--- config.mk ---
export PLATFORM = sky130hd
export DESIGN_NAME = wb_lsu_master
export DESIGN_NICKNAME = d
export VERILOG_FILES = /design/src/rtl/wb_lsu_pkg.sv /design/src/rtl/wb_lane_align.sv /design/src/rtl/wb_lsu_master.sv
export SDC_FILE = /design/constraint.sdc
export NUM_CORES = 1
export LEC_CHECK = 0
export ABC_AREA = 1
export CAP_MARGIN = 0
export CORE_UTILIZATION = 30
export CTS_BUF_LIST = sky130_fd_sc_hd__clkbuf_2 sky130_fd_sc_hd__clkbuf_4 sky130_fd_sc_hd__clkbuf_8
export CTS_CLUSTER_DIAMETER = 100
export DETAILED_ROUTE_END_ITERATION = 7
export PLACE_DENSITY = 0.56
export SLEW_MARGIN = 20
export SYNTH_ARGS = -nofsm -noshare
export SYNTH_HDL_FRONTEND = slang
export SYNTH_SLANG_ARGS = --single-unit
--- constraint.sdc ---
create_clock -name i_clk -period 1.8 [get_ports i_clk]
set_input_delay 0.27 -clock i_clk [delete_from_list [all_inputs] [get_ports i_clk]]
set_output_delay 0.27 -clock i_clk [all_outputs]
set_load 0.05 [all_outputs]
--- src/rtl/wb_lsu_pkg.sv ---
// Shared types for the Wishbone load/store master: access sizes, FSM states
// and the byte-lane count of the 32-bit data path.
package wb_lsu_pkg;

  localparam int unsigned NLANES = 4;

  typedef enum logic [1:0] {
    SZ_BYTE    = 2'd0,
    SZ_HALF    = 2'd1,
    SZ_WORD    = 2'd2,
    SZ_INVALID = 2'd3
  } size_e;

  typedef enum logic [1:0] {
    S_IDLE = 2'd0,
    S_REQ  = 2'd1,
    S_WAIT = 2'd2,
    S_RESP = 2'd3
  } state_e;

endpackage

--- src/rtl/wb_lane_align.sv ---
// Byte-lane steering: store-side select/replication/misalign detection and
// load-side lane extraction with sign or zero extension.
module wb_lane_align
  import wb_lsu_pkg::*;
(
  input  logic [1:0]        i_st_lo,
  input  size_e             i_st_size,
  input  logic [31:0]       i_st_wdata,
  output logic [NLANES-1:0] o_sel,
  output logic              o_misalign,
  output logic [31:0]       o_st_data,
  input  logic [1:0]        i_ld_lo,
  input  size_e             i_ld_size,
  input  logic              i_ld_unsigned,
  input  logic [31:0]       i_ld_data,
  output logic [31:0]       o_ld_data
);

  logic [7:0]  ld_byte;
  logic [15:0] ld_half;

  always_comb begin
    o_sel      = '0;
    o_misalign = 1'b0;
    o_st_data  = '0;
    case (i_st_size)
      SZ_BYTE: begin
        o_sel     = 4'b0001 << i_st_lo;
        o_st_data = {4{i_st_wdata[7:0]}};
      end
      SZ_HALF: begin
        o_sel      = i_st_lo[1] ? 4'b1100 : 4'b0011;
        o_st_data  = {2{i_st_wdata[15:0]}};
        o_misalign = i_st_lo[0];
      end
      SZ_WORD: begin
        o_sel      = 4'b1111;
        o_st_data  = i_st_wdata;
        o_misalign = |i_st_lo;
      end
      default: o_misalign = 1'b1;
    endcase
  end

  always_comb begin
    ld_byte = i_ld_data[7:0];
    case (i_ld_lo)
      2'd0: ld_byte = i_ld_data[7:0];
      2'd1: ld_byte = i_ld_data[15:8];
      2'd2: ld_byte = i_ld_data[23:16];
      2'd3: ld_byte = i_ld_data[31:24];
      default: ld_byte = i_ld_data[7:0];
    endcase
    ld_half = i_ld_lo[1] ? i_ld_data[31:16] : i_ld_data[15:0];
    case (i_ld_size)
      SZ_BYTE: o_ld_data = {{24{~i_ld_unsigned & ld_byte[7]}}, ld_byte};
      SZ_HALF: o_ld_data = {{16{~i_ld_unsigned & ld_half[15]}}, ld_half};
      default: o_ld_data = i_ld_data;
    endcase
  end

endmodule

--- src/rtl/wb_lsu_master.sv ---
// Single-outstanding Wishbone pipelined initiator turning CPU load/store
// requests into bus cycles, with misalign, bus-error and timeout reporting.
module wb_lsu_master
  import wb_lsu_pkg::*;
#(
  parameter int unsigned XLEN      = 32,
  parameter int unsigned AW        = XLEN - 2,
  parameter int unsigned LGTIMEOUT = 10
) (
  input  logic              i_clk,
  input  logic              i_reset,
  input  logic              i_req_valid,
  output logic              o_req_ready,
  input  logic              i_req_we,
  input  logic [XLEN-1:0]   i_req_addr,
  input  logic [1:0]        i_req_size,
  input  logic              i_req_unsigned,
  input  logic [XLEN-1:0]   i_req_wdata,
  output logic              o_rsp_valid,
  output logic              o_rsp_err,
  output logic [XLEN-1:0]   o_rsp_rdata,
  output logic              o_wb_cyc,
  output logic              o_wb_stb,
  output logic              o_wb_we,
  output logic [AW-1:0]     o_wb_addr,
  output logic [XLEN-1:0]   o_wb_data,
  output logic [XLEN/8-1:0] o_wb_sel,
  input  logic              i_wb_stall,
  input  logic              i_wb_ack,
  input  logic              i_wb_err,
  input  logic [XLEN-1:0]   i_wb_data
);

  localparam logic [LGTIMEOUT-1:0] T_ONE  = 1;
  // Last count before the abort; the cycle count starts at zero on accept.
  localparam logic [LGTIMEOUT-1:0] T_LAST = {{(LGTIMEOUT-1){1'b1}}, 1'b0};

  state_e               state;
  logic [LGTIMEOUT-1:0] tcount;
  logic [1:0]           r_lo;
  size_e                r_size;
  logic                 r_unsigned;

  logic [NLANES-1:0]    a_sel;
  logic                 a_misalign;
  logic [XLEN-1:0]      a_st_data;
  logic [XLEN-1:0]      a_ld_data;
  logic                 bus_live;
  logic                 tmo;

  assign o_req_ready = (state == S_IDLE) && !i_reset;

  // A stalled strobe has not been taken by the slave, so any ack/err then is not ours.
  assign bus_live = (state == S_WAIT) || ((state == S_REQ) && !i_wb_stall);
  assign tmo      = (tcount == T_LAST);

  wb_lane_align u_align (
    .i_st_lo       (i_req_addr[1:0]),
    .i_st_size     (size_e'(i_req_size)),
    .i_st_wdata    (i_req_wdata),
    .o_sel         (a_sel),
    .o_misalign    (a_misalign),
    .o_st_data     (a_st_data),
    .i_ld_lo       (r_lo),
    .i_ld_size     (r_size),
    .i_ld_unsigned (r_unsigned),
    .i_ld_data     (i_wb_data),
    .o_ld_data     (a_ld_data)
  );

  always_ff @(posedge i_clk) begin
    if (i_reset) begin
      state       <= S_IDLE;
      tcount      <= '0;
      r_lo        <= '0;
      r_size      <= SZ_BYTE;
      r_unsigned  <= 1'b0;
      o_wb_cyc    <= 1'b0;
      o_wb_stb    <= 1'b0;
      o_wb_we     <= 1'b0;
      o_wb_addr   <= '0;
      o_wb_data   <= '0;
      o_wb_sel    <= '0;
      o_rsp_valid <= 1'b0;
      o_rsp_err   <= 1'b0;
      o_rsp_rdata <= '0;
    end else begin
      case (state)
        S_IDLE: begin
          o_rsp_valid <= 1'b0;
          if (i_req_valid) begin
            tcount     <= '0;
            r_lo       <= i_req_addr[1:0];
            r_size     <= size_e'(i_req_size);
            r_unsigned <= i_req_unsigned;
            if (a_misalign) begin
              o_rsp_valid <= 1'b1;
              o_rsp_err   <= 1'b1;
              o_rsp_rdata <= '0;
              state       <= S_RESP;
            end else begin
              o_wb_cyc  <= 1'b1;
              o_wb_stb  <= 1'b1;
              o_wb_we   <= i_req_we;
              o_wb_addr <= i_req_addr[XLEN-1:2];
              o_wb_sel  <= a_sel;
              o_wb_data <= a_st_data;
              state     <= S_REQ;
            end
          end
        end
        S_REQ, S_WAIT: begin
          tcount <= tcount + T_ONE;
          if (bus_live && i_wb_err) begin
            o_wb_cyc    <= 1'b0;
            o_wb_stb    <= 1'b0;
            o_rsp_valid <= 1'b1;
            o_rsp_err   <= 1'b1;
            o_rsp_rdata <= '0;
            state       <= S_RESP;
          end else if (bus_live && i_wb_ack) begin
            o_wb_cyc    <= 1'b0;
            o_wb_stb    <= 1'b0;
            o_rsp_valid <= 1'b1;
            o_rsp_err   <= 1'b0;
            o_rsp_rdata <= o_wb_we ? '0 : a_ld_data;
            state       <= S_RESP;
          end else if (tmo) begin
            o_wb_cyc    <= 1'b0;
            o_wb_stb    <= 1'b0;
            o_rsp_valid <= 1'b1;
            o_rsp_err   <= 1'b1;
            o_rsp_rdata <= '0;
            state       <= S_RESP;
          end else if ((state == S_REQ) && !i_wb_stall) begin
            o_wb_stb <= 1'b0;
            state    <= S_WAIT;
          end
        end
        S_RESP: begin
          o_rsp_valid <= 1'b0;
          state       <= S_IDLE;
        end
        default: state <= S_IDLE;
      endcase
    end
  end

endmodule

==> metrics, run 1 <==
outcome finished, violations left; failing checks negative setup slack; chip height 143.2 um; Fmax achieved 550.0 MHz; Initial DRC Count 442; Hold Path Class in2reg; Period Utilization, post-route 101.0%; post-route ant nets 0; Core ar. 19530 um2; drt via density 4.666; largest net degree at the start of global routing 55; sw frac 42.65%; effective utilization at floorplan 30.61%; arrival time at the worst endpoint 2130 ps; Tightest Pin Transition 650.0 ps; first-pass GRT wire length 32140 um; depth of the CTS H-tree 4; Comb power frac 51.0%; die area 20490 um2; CP startpoint state[1]; XOR/XNOR share of the synthesized area 0%; r2r endpoint o_rsp_rdata[17]; MaxCap Viol Count 0; clk sinks 120; Routability Congestion 0.9275; met3 Use GR 4.594%; Routed WL 20970 um; number of global-route vias before repair 6176; commonest cells after routing, fill and taps aside 172 x nand2_1, 169 x nor2_1, 117 x dfxtp_1; Syn Nets 987; FF-to-FF setup slack -20 ps; Sequential Power Share 27.7%; P_sw 4.851 mW; diodes inserted 0; largest family of logic cells by synthesized area simple AND/OR/NAND/NOR gates; P&R area growth vs syn 53.84%; register area 2406 um2; Synth Warn # 0; Synth Area in Adders 1.465%; all-layer global routing usage 20.57%; post-synthesis cell type count 36; drt pass-1 iters 5; Slew Viols, Final 0; R2R depth 14; Root Driver clkbuf_8; clock power share 21.3%; fraction of registers with async set/reset 0%; CTS buffer count 17; post-synthesis instance area 5977 um2; antenna violations before repair 0; setup_tns -40.37 ps; WL/cell 14.85 um; clock latency on the worst-skew pair 440 ps; Final Hold Fails 0; number of synthesized register bits 120; setup ws final -18.24 ps; CP Capture Point o_rsp_rdata[17]; GR peak layer met2; RSZ-0062 raised after global routing true; leakage 4.151 nW; GRT met2 Usage 33.58%; sequential-to-total area share from yosys stat 40.19%; EDFF count, synth 0; CTS max path bufs 2; CP Launch Type register; Hold WS 173.4 ps; nets@finish 1248; number of fill cells 2013; M1 GR Usage 25.77%; internal power 6.522 mW; critical path class reg2reg; vias 6588; Worst VDD drop 0.6748 mV; num rows 51; GRT overflow 0; PortBufs 209; RR Startpoint state[1]; Synth Area in Compound Gates 16.81%; Multi-input gate area 3082 um2; CP Capture Type register; Residual DRC 0; layout cells sized above 1 19.62%; Max Clock Skew 13.67 ps; CTS tree yes; Die Width 143.2 um; # setup viols final 6; Top Ports 210; crit path time final 1818 ps; Post-Syn Instances 874; post-synthesis mux area share 0%; Critical Path RT 2120 ps; Crit Path Max Fanout 8; pwr/cell area 1237 nW/um2; Reg clk slew, reported paths 80 ps; syn avg cell area 6.839 um2; DP HPWL 15210 um; predominant post-synthesis flop cell dfxtp_1; slew margin rel. 56.67%; commonest non-fill, non-tap cell in the layout nand2_1; Simple-Gate Fraction of Synth Area 32.43%
==> worst max-delay path, stage by stage (launching register included) <==
cell and delay [ps]:
dfxtp_2 350, inv_4 50, ha_4 250, inv_4 60, nor2_4 30, nand2_2 60
nand2_2 70, nand2_4 90, nand2_4 60, a21oi_4 210, buf_6 150, buf_16 130
nor2_1 50, nor2_1 100, nor2_1 40
==> cells by family after synthesis <==
group / Yosys count
AND/OR/NAND/NOR: 442
AO/OA/AOI/OAI: 183
buffers and inverters: 122
flip-flops: 120
adder cells (fa/ha/maj): 7
==> registers in the layout, indices dropped and copies added, names as in the netlist, 2 cells and up <==
signal and flops:
state 2, r_lo 2, o_wb_sel 4, o_rsp_rdata 32
o_wb_data 32, r_size 2, o_wb_addr 30, tcount 10
==> cell usage after synthesis, types with 3 or more instances <==
cell type / n / area share (%)
nand2_2: 4 / 0.42
inv_1: 70 / 4.4
nor2_1: 176 / 11
or2_2: 9 / 0.94
a21oi_1: 56 / 4.7
nand2_1: 175 / 11
o21bai_1: 3 / 0.38
nor3_1: 3 / 0.25
nor2_4: 4 / 0.75
nand3_1: 53 / 4.4
buf_6: 5 / 0.94
inv_2: 5 / 0.31
a31oi_1: 13 / 1.4
dfxtp_1: 120 / 40
ha_1: 7 / 1.5
clkbuf_1: 17 / 1.1
a21oi_2: 8 / 1.2
nand3_2: 8 / 1.3
buf_4: 8 / 1.0
o21ai_0: 92 / 7.7
nand2_4: 3 / 0.57
buf_2: 15 / 1.3
o211ai_1: 5 / 0.63
==> layer usage <==
metal	routed length, um	part of all wire, %	up-vias
met2	9719	46	234
met5	0	0	-
li1	-	-	3340
met1	9153	44	2972
met4	585	2.8	0
met3	1514	7.2	42
==> worst min path at each step <==
stage,startpoint,slack (ps),end,cells past startpoint
6_report,i_reset,170,o_rsp_rdata[2],2
4_1_cts,i_reset,160,o_rsp_rdata[2],2
2_1_floorplan,i_req_addr[12],400,o_wb_addr[10],2
3_5_place_dp,o_rsp_rdata[14],450,o_rsp_rdata[14],2
5_1_grt,i_reset,170,o_rsp_rdata[2],2
3_3_place_gp,o_wb_data[14],450,o_wb_data[14],2
==> through the flow <==
step	instances	setup slack (ps)	cell area, um2	utilization [%]	total power, mW
2_1_floorplan	874	20.11	5992	-	6.427
3_3_place_gp	1372	-208.0	8672	44.41	8.427
5_1_grt	1412	-126.9	9195	47.09	12.07
3_5_place_dp	1372	-257.1	8672	44.41	8.421
6_report	1412	-18.24	9195	47.09	11.37
4_1_cts	1408	-62.47	9104	46.62	11.32
==> layout make-up <==
class                           count  share of cell area, %
Sequential cell                   120                  26.17
Timing Repair Buffer              288                  29.38
Clock inverter                     14                  1.633
Multi-Input combinational cell    632                  33.51
Inverter                           76                  3.157
Tap cell                          265                  3.606
Clock buffer                       17                  2.545
==> power groups by stage <==
stage               clock network, mW  registers [mW]  logic [mW]
floorplan                           0            4.02        2.41
global placement                    0            3.20        5.23
detailed placement                  0            3.20        5.22
CTS                              2.49            3.15        5.68
global route                     2.61            3.19        6.26
finish                           2.42            3.15        5.80
==> timing repair <==
action / in CTS / in global routing
gates resized for setup: 61 / 22
setup buffers: 2 / 3
endpoints found under the setup margin: 74 / 49
gates cloned: 3 / 2
hold buffers: 0 / 0
pin swaps: 1 / 13
(Power assumes the default switching activity.)
==> run 2, diff against run 1 <==
- CTS_BUF_LIST: sky130_fd_sc_hd__clkbuf_2 sky130_fd_sc_hd__clkbuf_4 sky130_fd_sc_hd__clkbuf_8 -> unset
- RECOVER_POWER: unset -> 25
==> run 2 against run 1 <==
- the flow now finishes without violations
- worst hold slack better by 42 ps
- non-clock buffer count unchanged
- flip-flop and latch count unchanged
- cell count unchanged
- critical endpoint is now o_rsp_rdata[21]
- clock power up 38%
- via count up 0.41%
- routed wire length up 1.5%
- clock skew down 3.8 ps
==> metrics, run 2 (synthesized netlist as in run 1, its figures left out) <==
WL/cell 15.07 um; critical path class reg2reg; Comb power frac 47.1%; crit path time final 1779 ps; Reg clk slew, reported paths 60 ps; internal power 7.218 mW; GRT overflow 0; diodes inserted 0; pwr/cell area 1326 nW/um2; number of global-route vias before repair 6190; P_sw 5.079 mW; Hold Path Sink o_rsp_rdata[2]; DP HPWL 15210 um; Period Utilization, post-route 98.84%; arrival time at the worst endpoint 2060 ps; ordered list of cells on the worst path inv_1 > ha_1 > nand2_1 > nand3b_2 > nand2_4 > nand2_4 > a21oi_4 > buf_12 > clkbuf_16 > nor2_2 > nor2_1 > nor2_1; Die Width 143.2 um; nets@finish 1248; CP Launch Type register; area post-placement 8672 um2; r2r endpoint o_rsp_rdata[21]; CP Capture Type register; antenna violations before repair 0; Top Ports 210; R2R depth 12; setup_tns 0 ps; P&R area growth vs syn 55.16%; commonest non-fill, non-tap cell in the layout nand2_1; hold_buf cts 0; Sequential Power Share 25.7%; outcome complete, no violations; clk sinks 120; number of fill cells 2024; sw frac 41.30%; first-pass GRT wire length 32180 um; chip height 143.2 um; vias 6615; setup ws final 20.82 ps; post-route ant nets 0; MaxCap Viol Count 0; layout cells sized above 1 16.83%; die area 20490 um2; Hold Path Class in2reg; placed cell count 1372; fin util 47.49%; drt pass-1 iters 5; FF-to-FF setup slack 20 ps; drt via density 4.685; Slew Viols, Final 0; all-layer global routing usage 20.50%; slew margin rel. 50.84%; RSZ-0062 raised after global routing true; Root Driver clkbuf_16; register area 2406 um2; commonest cells after routing, fill and taps aside 171 x nand2_1, 157 x nor2_1, 117 x dfxtp_1; Largest regs o_rsp_rdata (32), o_wb_data (32), o_wb_addr (30); Max Clock Skew 9.866 ps; Residual DRC 0; post-route insts no fill 1412; Worst VDD drop 0.8123 mV; PortBufs 209; Routability Congestion 0.9275; Critical Path RT 2080 ps; Core ar. 19530 um2; CTS max path bufs 2; Routed WL 21280 um; Tightest Pin Transition 740.6 ps; num rows 51; clock power share 27.3%; CTS tree yes; depth of the CTS H-tree 4; fin area 9274 um2; Fmax achieved 562.1 MHz; # setup viols final 0; largest net degree at the start of global routing 55; clock latency on the worst-skew pair 420 ps; Worst path max stage delay 310 ps; hold path depth 2; RR Startpoint tcount[0]; leakage 4.049 nW; Initial DRC Count 491; Final Hold Fails 0; Multi-input gate area 3133 um2; HP Start i_reset; effective utilization at floorplan 30.61%; CP max-delay cell dfxtp_1; Crit Path Max Fanout 8; CTS buffer count 17; post-place setup slack -257.1 ps
[run 2: cell count changes in the layout (fill, tap and decap cells not counted), moves of 10 or more]
cell / change
clkbuf_1: +46
clkbuf_8: -17
nor2_1: -12
nor2_2: +10
clkbuf_16: +20
buf_4: -45
[run 2: final cells by class]
class	instances	area share (%)
timing repair buffer	288	27.33
tap	265	3.575
multi-input combinational	632	33.78
sequential	120	25.94
inverter	76	3.157
clock inverter	14	1.619
clock buffer	17	4.587
[run 2: power by group through the flow]
| stage | clock (mW) | sequential [mW] | combinational [mW] |
|---|---|---|---|
| 2_1_floorplan | 0 | 4.02 | 2.41 |
| 3_3_place_gp | 0 | 3.20 | 5.23 |
| 3_5_place_dp | 0 | 3.20 | 5.22 |
| 4_1_cts | 3.42 | 3.15 | 5.20 |
| 5_1_grt | 3.56 | 3.20 | 6.24 |
| 6_report | 3.35 | 3.16 | 5.79 |
[run 2: through the flow]
step           power [mW]  hold WS (ps)
2_1_floorplan       6.427         404.9
3_3_place_gp        8.427         450.5
3_5_place_dp        8.421         454.9
4_1_cts             11.78         215.9
5_1_grt             13.00         221.8
6_report            12.30         215.8
[run 2: worst max-delay path: cells and delay by family (launching register included)]
family / cells / cell delay, ps
AND/OR/NAND/NOR: 7 / 650
buffers and inverters: 3 / 400
flip-flops: 1 / 310
adder cells (fa/ha/maj): 1 / 160
AO/OA/AOI/OAI: 1 / 130
[run 2: what timing repair did]
action	CTS	global route
gates cloned	0	6
endpoints found under the setup margin	74	44
pin swaps	0	9
buffers inserted	0	3
gates resized for setup	63	31
[run 2: metal layers]
layer	track usage [%]	wire length [um]	up-vias
li1	-	-	3338
met1	25.40	9186	2986
met2	33.56	9969	251
met3	5.332	1576	40
met4	8.489	546	0
met5	0	0	-
[run 2: how the worst max path moves through the flow]
stage                             start         endpoint  slack (ps)  cells after the start
after floorplan                state[0]  o_rsp_rdata[16]          20                     13
after global placement    i_req_size[0]  o_rsp_rdata[16]        -210                      9
final                         tcount[0]  o_rsp_rdata[21]          20                     12
after detailed placement  i_req_size[0]         o_wb_stb        -260                      9
after global routing           state[0]  o_rsp_rdata[28]         -80                     14
after CTS                      state[0]  o_rsp_rdata[29]          20                     13
==> run 3, diff against run 2 <==
- PLACE_DENSITY: 0.56 -> unset
==> run 3 against run 2 <==
- the flow now finishes with violations (negative setup slack)
- worst hold slack improved by 120 ps
- critical path depth increased by 1
- total power increased by 2.0%
- clock power increased by 2%
- flip-flop and latch count unchanged
- die area unchanged
- clock skew increased by 0.78 ps
- routed wire length decreased by 0.40%
- sequential share of layout area decreased by 0.46 points
- utilization increased by 0.88 points
- largest cell class unchanged
- largest power group unchanged
==> metrics, run 3 (synthesized netlist as in run 1, its figures left out) <==
CTS tree yes; effective utilization at floorplan 30.61%; ordered list of cells on the worst path inv_4 > ha_4 > inv_4 > nor2_4 > nand2_2 > nand2_4 > nand2_4 > nand2_4 > a21oi_4 > buf_6 > clkbuf_16 > nand3_2 > a21oi_2; setup_tns -992.4 ps; hold path depth 4; drt via density 4.710; Slew Viols, Final 0; RR Startpoint state[1]; crit path time final 1880 ps; setup ws final -79.68 ps; CP Launch Type register; failing checks negative setup slack; clk sinks 120; CP max-delay cell dfxtp_4; post-route ant nets 0; GRT overflow 0; Crit Path Max Fanout 8; MaxCap Viol Count 0; met3 Use GR 5.399%; Worst path max stage delay 370 ps; CP Capture Type register; largest net degree at the start of global routing 51; diodes inserted 0; FF-to-FF setup slack -80 ps; Routability Congestion 0.8870; fin area 9445 um2; CTS max path bufs 2; first-pass GRT wire length 31770 um; Worst VDD drop 0.7965 mV; GR peak layer met2; clock latency on the worst-skew pair 420 ps; slew margin rel. 52.55%; number of fill cells 1999; layout cells sized above 1 18.22%; critical path class reg2reg; WL/cell 15.01 um; M1 GR Usage 25.22%; Period Utilization, post-route 104.4%; number of global-route vias before repair 6041; HP Start i_reset; num rows 51; arrival time at the worst endpoint 2230 ps; CTS buffer count 17; r2r endpoint o_rsp_rdata[1]; Fmax achieved 532.0 MHz; nets@finish 1247; commonest cells after routing, fill and taps aside 171 x nand2_1, 153 x nor2_1, 118 x dfxtp_1; post-route insts no fill 1412; P&R area growth vs syn 58.03%; pwr/cell area 1328 nW/um2; chip height 143.2 um; Reg clk slew, reported paths 60 ps; Max Clock Skew 10.65 ps; Largest regs o_rsp_rdata (32), o_wb_data (32), o_wb_addr (30); area post-placement 8657 um2; PortBufs 209; antenna violations before repair 0; Initial DRC Count 463; Top delay family on crit path buffers and inverters; # setup viols final 32; Hold Path Class in2reg; CP dominant cell by count nand2_4; Hold Path Sink tcount[9]; depth of the CTS H-tree 4; R2R depth 13; RSZ-0062 raised after global routing true; Final Hold Fails 0; hold_buf cts 0; Hold WS 333.6 ps; Residual DRC 0; placed cell count 1371; Top Ports 210; Critical Path RT 2150 ps; Die Width 143.2 um; outcome finished, violations left; commonest non-fill, non-tap cell in the layout nand2_1; Core ar. 19530 um2; Routed WL 21190 um; Tightest Pin Transition 714.9 ps; vias 6651; Root Driver clkbuf_16; DP HPWL 14740 um; die area 20490 um2; WP buf/inv 4; drt pass-1 iters 5; all-layer global routing usage 20.37%; GRT met2 Usage 32.63%; leakage 4.060 nW
## run 3: changes by cell type in the layout (fill, tap and decap cells not counted), moves of 4 or more
cell,delta
nor2_4,+14
nor2_2,-10
nand3_1,-7
nand3_4,+7
a21oi_1,-5
a21oi_2,+5
buf_6,+4
clkinvlp_4,+4
nor2_1,-4
## run 3: cell type report
class	instances	area (um2)	area share (%)
timing repair buffer	287	2504	26.51
inverter	76	290.3	3.073
multi-input combinational	632	3324	35.20
sequential	120	2407	25.49
clock buffer	18	439.2	4.650
tap	265	331.6	3.510
clock inverter	14	148.9	1.576
## run 3: power breakdown
part | leakage (nW) | switching [mW] | total, mW | internal [mW]
Combinational | 2.82 | 3.77 | 5.98 | 2.21
Sequential | 0.976 | 0.178 | 3.15 | 2.97
Clock | 0.267 | 1.34 | 3.41 | 2.08
## run 3: what timing repair did
item	4_1_cts	5_1_grt
resized for setup	68	72
buffers inserted	2	4
setup endpoints to repair	95	39
pin swaps	1	47
cloned	2	2
## run 3: worst register-to-register path, stage by stage (launching register included)
cell and delay [ps]:
dfxtp_4 370, inv_4 50, ha_4 260, inv_4 60
nor2_4 40, nand2_2 70, nand2_4 50, nand2_4 100
nand2_4 60, a21oi_4 180, buf_6 160, clkbuf_16 170
nand3_2 70, a21oi_2 150
## run 3: how the worst max path moves through the flow
stage | startpoint | endpoint | slack [ps] | cells past startpoint
final | state[1] | o_rsp_rdata[1] | -80 | 13
after global routing | state[1] | o_rsp_rdata[10] | -140 | 13
after CTS | state[1] | o_req_ready | -20 | 6
after detailed placement | i_req_size[1] | o_rsp_rdata[3] | -210 | 12
after global placement | i_req_size[1] | o_rsp_rdata[29] | -200 | 9
after floorplan | state[0] | o_rsp_rdata[16] | 20 | 13
## run 3: layer usage
| metal | vias up | routed length (um) | share of wire (%) |
|---|---|---|---|
| met4 | 0 | 642 | 3.0 |
| met1 | 3022 | 8859 | 42 |
| met3 | 45 | 1414 | 6.7 |
| met5 | - | 0 | 0 |
| met2 | 238 | 10280 | 48 |
| li1 | 3346 | - | - |
## run 3: stage by stage
| stage | power, mW | util [%] | worst slack, ps |
|---|---|---|---|
| 2_1_floorplan | 6.427 | - | 20.11 |
| 3_3_place_gp | 8.351 | 44.34 | -195.5 |
| 3_5_place_dp | 8.375 | 44.34 | -208.9 |
| 4_1_cts | 12.15 | 47.47 | -20.54 |
| 5_1_grt | 13.20 | 48.37 | -141.7 |
| 6_report | 12.55 | 48.37 | -79.68 |
